`config.mk`:
```
export PLATFORM = sky130hd
export DESIGN_NAME = ram_sdp_be_flat
export DESIGN_NICKNAME = d
export VERILOG_FILES = /design/src/rtl/ram_sdp_be_if.sv /design/src/rtl/ram_sdp_be.sv /design/src/flat_wrapper.sv
export SDC_FILE = /design/constraint.sdc
export NUM_CORES = 2
export LEC_CHECK = 0
export ABC_AREA = 0
export BUFFER_PORTS_ARGS = -buffer_cell sky130_fd_sc_hd__buf_2
export CAP_MARGIN = 15
export CORE_MARGIN = 5
export CORE_UTILIZATION = 65
export CTS_CLUSTER_DIAMETER = 100
export CTS_CLUSTER_SIZE = 40
export DETAILED_ROUTE_END_ITERATION = 7
export PLACE_DENSITY = 0.82
export SYNTH_ARGS = -nofsm -noshare
export SYNTH_HDL_FRONTEND = slang
export SYNTH_SLANG_ARGS = --single-unit
```
`constraint.sdc`:
```
create_clock -name clk -period 5.9 [get_ports clk]
set_input_delay 0.59 -clock clk [delete_from_list [all_inputs] [get_ports clk]]
set_output_delay 0.59 -clock clk [all_outputs]
set_load 0.05 [all_outputs]
```
`src/rtl/ram_sdp_be_if.sv`:
```
// Bus bundle for the simple-dual-port byte-enable RAM.
// master: drives write/read requests, observes read data, read strobe and clear status.
// slave : the RAM side.
interface ram_sdp_be_if #(
    parameter int unsigned DATA_WIDTH = 32,
    parameter int unsigned BYTE_WIDTH = 8,
    parameter int unsigned ADDR_WIDTH = 6
);
    localparam int unsigned NUM_BYTES = DATA_WIDTH / BYTE_WIDTH;

    logic                  wrt;
    logic [ADDR_WIDTH-1:0] wr_addr;
    logic [DATA_WIDTH-1:0] datain;
    logic [NUM_BYTES-1:0]  wr_be;
    logic                  rdd;
    logic [ADDR_WIDTH-1:0] rd_addr;
    logic [DATA_WIDTH-1:0] dataout;
    logic                  rd_valid;
    logic                  init_busy;

    modport master (
        output wrt, wr_addr, datain, wr_be, rdd, rd_addr,
        input  dataout, rd_valid, init_busy
    );

    modport slave (
        input  wrt, wr_addr, datain, wr_be, rdd, rd_addr,
        output dataout, rd_valid, init_busy
    );
endinterface

```
`src/rtl/ram_sdp_be.sv`:
```
// Simple-dual-port RAM with per-byte write enables, selectable read latency (1 or 2),
// selectable same-address read-during-write result and a post-reset clear sequencer.
// Ports:
//   clk       - single clock, rising edge
//   rst       - synchronous active-high reset
//   bus.wrt/wr_addr/datain/wr_be - write request, address, data, byte enables
//   bus.rdd/rd_addr              - read request and address
//   bus.dataout/rd_valid         - registered read data and one-cycle-per-read strobe
//   bus.init_busy                - clear sequencer active, requests dropped
module ram_sdp_be #(
    parameter int unsigned DATA_WIDTH     = 32,
    parameter int unsigned BYTE_WIDTH     = 8,
    parameter int unsigned ADDR_WIDTH     = 6,
    parameter int unsigned RD_LATENCY     = 1,
    parameter bit          RDW_MODE       = 1'b0,
    parameter bit          CLEAR_ON_RESET = 1'b1
) (
    input  logic          clk,
    input  logic          rst,
    ram_sdp_be_if.slave   bus
);
    localparam int unsigned NUM_BYTES = DATA_WIDTH / BYTE_WIDTH;
    localparam int unsigned DEPTH     = 1 << ADDR_WIDTH;
    localparam logic [ADDR_WIDTH-1:0] LAST_ADDR = ADDR_WIDTH'(DEPTH - 1);

    typedef enum logic {
        ST_CLEAR = 1'b0,
        ST_IDLE  = 1'b1
    } state_t;

    state_t                state;
    logic [ADDR_WIDTH-1:0] cnt;
    logic                  init_busy_q;

    logic                  wr_acc_c;
    logic                  rd_acc_c;
    logic                  clr_we_c;
    logic                  collide_c;
    logic [DATA_WIDTH-1:0] rd_word_c;

    logic [DATA_WIDTH-1:0] s1_data;
    logic                  s1_valid;

    // Request qualification; nothing is accepted while clearing or in reset.
    assign wr_acc_c  = (state == ST_IDLE) && bus.wrt && !rst;
    assign rd_acc_c  = (state == ST_IDLE) && bus.rdd && !rst;
    assign clr_we_c  = (state == ST_CLEAR) && !rst;
    assign collide_c = wr_acc_c && rd_acc_c && (bus.wr_addr == bus.rd_addr);

    // Clear sequencer: walks every address once after reset, then parks in IDLE.
    always_ff @(posedge clk) begin
        if (rst) begin
            state       <= CLEAR_ON_RESET ? ST_CLEAR : ST_IDLE;
            cnt         <= '0;
            init_busy_q <= CLEAR_ON_RESET;
        end else begin
            case (state)
                ST_CLEAR: begin
                    cnt <= cnt + ADDR_WIDTH'(1);
                    if (cnt == LAST_ADDR) begin
                        state       <= ST_IDLE;
                        init_busy_q <= 1'b0;
                    end
                end
                default: begin
                    state <= ST_IDLE;
                end
            endcase
        end
    end

    // One narrow array per byte lane so each lane has its own write enable.
    for (genvar b = 0; b < NUM_BYTES; b++) begin : g_lane
        logic [BYTE_WIDTH-1:0] lane_mem [DEPTH];
        logic [BYTE_WIDTH-1:0] lane_wdata;

        assign lane_wdata = bus.datain[b*BYTE_WIDTH +: BYTE_WIDTH];

        always_ff @(posedge clk) begin
            if (clr_we_c) begin
                lane_mem[cnt] <= '0;
            end else if (wr_acc_c && bus.wr_be[b]) begin
                lane_mem[bus.wr_addr] <= lane_wdata;
            end
        end

        // Write-first forwards only the enabled new bytes on a same-address collision.
        assign rd_word_c[b*BYTE_WIDTH +: BYTE_WIDTH] =
            (RDW_MODE && collide_c && bus.wr_be[b]) ? lane_wdata : lane_mem[bus.rd_addr];
    end

    // First read stage: array sampled at the accepting edge; data held between reads.
    always_ff @(posedge clk) begin
        if (rst) begin
            s1_data  <= '0;
            s1_valid <= 1'b0;
        end else begin
            s1_valid <= rd_acc_c;
            if (rd_acc_c) begin
                s1_data <= rd_word_c;
            end
        end
    end

    // Optional output register stage; any value other than 2 means single-cycle latency.
    if (RD_LATENCY == 2) begin : g_lat2
        logic [DATA_WIDTH-1:0] s2_data;
        logic                  s2_valid;

        always_ff @(posedge clk) begin
            if (rst) begin
                s2_data  <= '0;
                s2_valid <= 1'b0;
            end else begin
                s2_valid <= s1_valid;
                if (s1_valid) begin
                    s2_data <= s1_data;
                end
            end
        end

        assign bus.dataout  = s2_data;
        assign bus.rd_valid = s2_valid;
    end else begin : g_lat1
        assign bus.dataout  = s1_data;
        assign bus.rd_valid = s1_valid;
    end

    assign bus.init_busy = init_busy_q;

endmodule

```
`src/flat_wrapper.sv`:
```
// flat-port wrapper written by rule: the top's interface ports become plain ports
module ram_sdp_be_flat 
#(
    parameter int unsigned DATA_WIDTH     = 32,
    parameter int unsigned BYTE_WIDTH     = 8,
    parameter int unsigned ADDR_WIDTH     = 6,
    parameter int unsigned RD_LATENCY     = 1,
    parameter bit          RDW_MODE       = 1'b0,
    parameter bit          CLEAR_ON_RESET = 1'b1
)
  (clk, rst, bus_wrt, bus_wr_addr, bus_datain, bus_wr_be, bus_rdd, bus_rd_addr, bus_dataout, bus_rd_valid, bus_init_busy);
  ram_sdp_be_if #(.DATA_WIDTH(DATA_WIDTH), .BYTE_WIDTH(BYTE_WIDTH), .ADDR_WIDTH(ADDR_WIDTH)) bus_i ();
  input  logic clk;
  input  logic rst;
  input wire logic [$bits(bus_i.wrt)-1:0] bus_wrt;
  input wire logic [$bits(bus_i.wr_addr)-1:0] bus_wr_addr;
  input wire logic [$bits(bus_i.datain)-1:0] bus_datain;
  input wire logic [$bits(bus_i.wr_be)-1:0] bus_wr_be;
  input wire logic [$bits(bus_i.rdd)-1:0] bus_rdd;
  input wire logic [$bits(bus_i.rd_addr)-1:0] bus_rd_addr;
  output wire logic [$bits(bus_i.dataout)-1:0] bus_dataout;
  output wire logic [$bits(bus_i.rd_valid)-1:0] bus_rd_valid;
  output wire logic [$bits(bus_i.init_busy)-1:0] bus_init_busy;
  assign bus_i.wrt = bus_wrt;
  assign bus_i.wr_addr = bus_wr_addr;
  assign bus_i.datain = bus_datain;
  assign bus_i.wr_be = bus_wr_be;
  assign bus_i.rdd = bus_rdd;
  assign bus_i.rd_addr = bus_rd_addr;
  assign bus_dataout = bus_i.dataout;
  assign bus_rd_valid = bus_i.rd_valid;
  assign bus_init_busy = bus_i.init_busy;
  ram_sdp_be #(.DATA_WIDTH(DATA_WIDTH), .BYTE_WIDTH(BYTE_WIDTH), .ADDR_WIDTH(ADDR_WIDTH), .RD_LATENCY(RD_LATENCY), .RDW_MODE(RDW_MODE), .CLEAR_ON_RESET(CLEAR_ON_RESET)) u_core (.clk(clk), .rst(rst), .bus(bus_i));
endmodule
```
---- After elaboration in Yosys (flattened, before gate mapping) ----
Memories as Yosys holds them, arrays and structs flattened. A register that Yosys moved wholly into a read port is not among the register bits.
Cells that the tools add are included.
storage, ports and cells
  bits in registers ....................... 9
  RAM bits ................................ 2048
  input bits .............................. 52
  output and inout port bits .............. 34
  word-level logic and storage cells ...... 54
  memories ................................ 4
memories
  memory                     depth  bits a word  rd ports  clocked after memory_dff  write ports  line              source
  u_core.g_lane[0].lane_mem  64     8            1         1                         1            ram_sdp_be.sv:74  logic [BYTE_WIDTH-1:0] lane_mem [DEPTH];
  u_core.g_lane[1].lane_mem  64     8            1         1                         1            ram_sdp_be.sv:74
  u_core.g_lane[2].lane_mem  64     8            1         1                         1            ram_sdp_be.sv:74
  u_core.g_lane[3].lane_mem  64     8            1         1                         1            ram_sdp_be.sv:74
cells by class
  $add $sub $neg .......................... 1
  equal/unequal tests ..................... 1
  mux-type cells .......................... 28
  bitwise gates (word level) .............. 1
  reductions and logical operators ........ 15
operator list
  cell                                                           number
  8-bit 2-to-1 mux                                               4
  8-bit OR reduction                                             4
  6-bit 2-to-1 mux                                               4
  1-bit 2-to-1 mux                                               20
  1-bit logical AND                                              9
  6-bit by 1-bit adder with 6-bit output, second input constant  1
  6-bit == test, second input constant                           1
  2-bit AND reduction                                            1
  1-bit logical NOT                                              1
  1-bit inverter                                                 1

---- Logic depth before layout (Yosys ltp) ----
  depth in word-level cells ............... 8
  mapped depth ............................ 11
  gate-level depth less buffers ........... 5

---- Least setup slack after synthesis ----
No wires, ideal clock.
  kind .................................... input -> register
  from .................................... input bus_wrt
  to ...................................... memory u_core.g_lane[3].lane_mem[0][0] (data pin)
  setup time .............................. 0.367 ns
  arrival ................................. 2.405 ns
  data required time ...................... 5.533 ns
  path slack .............................. 3.127 ns
  stages on the path ...................... 5
  path buffers ............................ 3
  path through ............................ clkbuf_1 and4b_1 clkbuf_1 clkbuf_1 and2_1
between the ends
  cells in the longest elaborated chain, start to end .. 8
ends and longest elaborated chain
  item                                    line                source
  start: declaration                      flat_wrapper.sv:15  input wire logic [$bits(bus_i.wrt)-1:0] bus_wrt;
  1-bit logical AND (2 in series)         ram_sdp_be.sv:45    assign wr_acc_c = (state == ST_IDLE) && bus.wrt && !rst;
  1-bit logical AND                       ram_sdp_be.sv:82    end else if (wr_acc_c && bus.wr_be[b]) begin
  1-bit 2-to-1 mux                        ram_sdp_be.sv:82
  1-bit 2-to-1 mux                        ram_sdp_be.sv:80    if (clr_we_c) begin
  1-bit 2-to-1 mux (not written as such)  ram_sdp_be.sv:83    lane_mem[bus.wr_addr] <= lane_wdata;
  8-bit OR reduction (no source line)     --
  8-bit 2-to-1 mux (no source line)       --
  end: declaration                        ram_sdp_be.sv:74
Every way passes these cells.

---- Worst setup path after layout ----
  from .................................... register u_core.state
  to ...................................... memory u_core.g_lane[1].lane_mem[58][2], enable pin
between the ends
  cells in the longest elaborated chain, start to end .. 8
  elaborated cells on any way between the ends .. 13
  classes of those cells .................. mux: 7; bitwise: 1; reduce/logical: 5
ends and longest elaborated chain
  item                                                                          line              source
  start: declaration                                                            ram_sdp_be.sv:31  state_t state;
  start signal: assignment                                                      ram_sdp_be.sv:53  state <= CLEAR_ON_RESET ? ST_CLEAR : ST_IDLE;
  1-bit logical AND (2 in series)                                               ram_sdp_be.sv:45
  1-bit logical AND                                                             ram_sdp_be.sv:82
  1-bit 2-to-1 mux                                                              ram_sdp_be.sv:82
  1-bit 2-to-1 mux                                                              ram_sdp_be.sv:80
  1-bit 2-to-1 mux (not written as such)                                        ram_sdp_be.sv:83
  8-bit OR reduction (no source line)                                           --
  6-bit 2-to-1 mux (no source line) / 1-bit 2-to-1 mux (equally long branches)  --
  end: declaration                                                              ram_sdp_be.sv:74
Parallel ways exist; a longest one is shown, timed or not.

==> flow_metrics.py <==
metrics = {
    "sta": {
        "finalHoldViolCount": 0,
        "setup_viol": 0,
        "fmax_mhz": 247,
        "slew_headroom_pct": 11.2,
        "report.final.slew_viol_count": 0,
        "skew_ns": 0.0423,
        "fin_crit_sh_pct": 68.6,
        "rsz0062_at_grt": "no",
        "setup_ws_ns": 1.85,
        "min_period_ns": 4.05,
        "fin_setup_tns_ns": 0,
        "worst_pin_slew_ns": 1.33,
    },
    "power": {
        "p_leak_nw": 31.0,
        "power_frac_clock_pct": 26.6,
        "power_density_nw_per_um2": 270,
        "power_switching_mw": 4.74,
        "power_frac_seq_pct": 69.3,
        "vdd_drop_max_mv": 0.280,
        "comb_power_share_pct": 4.1,
        "p_int_mw": 18.5,
        "fin_total_pwr_mw": 23.2,
        "switching_share_pct": 20.4,
    },
    "synthesis": {
        "synth_nets": 4084,
        "synthTopCellsByArea": "edfxtp_1, mux4_2, mux2i_1, nor2_1, nand2_1",
        "yosysTopAreaCellShare_pct": 75.2,
        "yosysTopAreaCell": "edfxtp_1",
        "synth_cells": 4031,
        "ys_types": 63,
        "ys.flop_type": "edfxtp_1",
        "yosysSeqAreaShare_pct": 76.2,
        "ys_ff_latch": 2089,
        "postSynthAreaPerCell_um2": 20.3,
        "synth_area_um2": 81800,
        "synth_edf_count": 2048,
        "yosysWarnings": 0,
        "ys_async_sr_fraction_pct": 0,
    },
    "global_route": {
        "grt_pass1_vias": 40700,
        "grt.overflow.total": 0,
        "grt.total_usage_pct": 30.4,
        "antenna_found_initial": 18,
        "grt_pass1_wl_um": 288000,
        "grt_max_degree": 126,
    },
    "setup_path": {
        "crit_required_ns": 6.29,
        "r2r_start": "u_core.state",
        "cp_max_fo": 22,
        "crit_arrival_ns": 4.43,
        "criticalPathCategory": "flip-flop to flip-flop",
        "rrSetupSlack_ns": 1.85,
        "rr_worst_depth": 4,
        "cpLargestDelayFamily": "simple AND/OR/NAND/NOR gates",
        "cp_slowest_cell": "dfxtp_1",
        "cp-start-kind": "flip-flop",
        "cp-end-kind": "flip-flop",
        "cp.buffers_inverters": 0,
        "timing.rr.end": "u_core.g_lane[1].lane_mem[58][2]",
        "critPathMaxStageDelay_ns": 0.92,
        "cp.depth": 4,
        "path_cells": "nand4b_1, o21ai_0, nand2_1, nor2_1",
    },
    "place": {
        "place_ws_ns": 1.97,
        "place.gp.congestion": 0.924,
        "io_buffers": 85,
        "dp_hpwl_um": 125000,
        "placed_area_um2": 84000,
    },
    "route": {
        "wl_per_cell_um": 34.9,
        "num_vias": 41600,
        "drc_errors": 0,
        "first_pass_iters": 7,
        "drt_iter0_drc": 6806,
        "drt-total-wl_um": 201000,
        "drt-vias-per-instance": 7.22,
        "drtAntennaViolNets": 0,
    },
    "hold_path": {
        "min_to": "u_core.bus.dataout[27]",
        "hold-path-cell-count": 3,
        "hp-start": "bus_rdd",
        "hold_path.class": "primary input to flip-flop",
    },
    "clocking": {
        "clkTransAtPathRegs_ns": 0.15,
        "cts_tree": "done",
        "clock-root-buffer": "clkbuf_16",
        "clock-sinks": 2089,
        "postCtsSetupBuffers": 0,
        "htreeDepth": 2,
        "cts_buffer_depth": 3,
        "holdBufCountCts": 0,
        "clk_latency_ns": 0.76,
        "cts_buffers": 59,
        "cts_resized": 0,
    },
    "floorplanning": {
        "die-area_um2": 133000,
        "core_area_um2": 125000,
        "die_y_um": 365,
        "fp-row-count": 130,
        "pin_count": 86,
        "start_util_pct": 65.3,
        "die_w_um": 365,
    },
    "layout": {
        "final_common_cell": "edfxtp_1",
        "layout.nets": 4099,
        "final_layout_size_suffix_gt1_share_pct": 19.8,
        "fillCellCount": 7508,
        "most-common-layout-cells": "edfxtp_1, mux4_2, nor2_1",
        "postLayoutCellArea_um2": 85900,
        "area_growth_pct": 5.08,
    },
    "run": {
        "drv_cap": 0,
    },
    "status": {
        "status": "finished, final reports clean",
    },
}
Yosys cell counts (8+ instances only):
cell	count
edfxtp_1	2048
mux4_2	468
nor2_1	307
nand2_1	226
mux2i_1	213
clkbuf_1	87
a22oi_1	66
buf_2	57
nand3_1	46
buf_4	43
a21oi_1	41
dfxtp_1	41
mux2_2	39
o21ai_0	39
and3_1	37
o22ai_1	26
nor2b_1	18
nor4_1	18
buf_6	16
nand2b_1	14
and2_1	13
a211oi_1	11
a31o_2	11
buf_1	11
nand4_1	11
a31oi_1	9
o31ai_1	8
area by class of cell:
type / count / area [um^2] / area share [%]
flip-flops and latches: 2089 / 62300 / 72.5
clock inverters: 4 / 71.3 / 0.0830
clock buffers: 106 / 1750 / 2.03
inverters: 4 / 20.0 / 0.0233
diodes: 16 / 40.0 / 0.0466
well taps: 1650 / 2060 / 2.40
multi-input cells: 1719 / 18300 / 21.3
repair buffers: 173 / 1370 / 1.59
through the flow:
step / util, % / instances / hold WS [ns]
floorplan: - / 4031 / 0.551
global placement: 67.0 / 5628 / 0.516
detailed placement: 67.0 / 5630 / 0.513
CTS: 68.5 / 5740 / 0.238
global route: 68.6 / 5745 / 0.248
finish: 68.6 / 5761 / 0.278
routing by layer:
metal	vias up	GRT usage (%)	wire length (um)
li1	16400	-	-
met1	21400	43.1	70600
met2	3295	46.0	93200
met3	511	8.55	27000
met4	8	12.0	9960
met5	-	0	55
how the worst max path moves through the flow:
stage / start / end
3_3_place_gp: bus_rd_addr[0] / u_core.bus.dataout[17]
5_1_grt: u_core.state / u_core.g_lane[1].lane_mem[58][2]
4_1_cts: u_core.state / u_core.g_lane[1].lane_mem[30][4]
2_1_floorplan: bus_wrt / u_core.g_lane[3].lane_mem[0][0]
3_5_place_dp: rst / u_core.g_lane[1].lane_mem[30][7]
6_report: u_core.state / u_core.g_lane[1].lane_mem[58][2]
cells by family after synthesis:
group | share of synthesized area (%)
flops | 76.2
buf+inv | 1.52
fa+ha+maj | 0.0153
simple gates | 3.80
mux | 16.0
xor+xnor | 0.0429
compound gates | 2.36
sequential cells by signal (all words and copies together) (netlist names):
signal / flops
u_core.bus.init_busy: 1
u_core.state: 1
u_core.bus.rd_valid: 1
u_core.bus.dataout: 32
u_core.g_lane.lane_mem: 2048
u_core.cnt: 6
tightest hold or removal path, stage by stage:
cell and delay [ns]:
buf_2 0.13, nand2_1 0.17, o41ai_1 0.10
power by group through the flow:
stage	Clock [mW]	Combinational [mW]	Sequential, mW
floorplan	0	0.622	16.4
detailed placement	0	0.932	16.4
finish	6.17	0.958	16.1
CTS	6.16	0.936	16.1
global placement	0	0.922	16.4
global route	6.74	0.984	16.1
No activity file was read; power rests on OpenSTA's default activity.
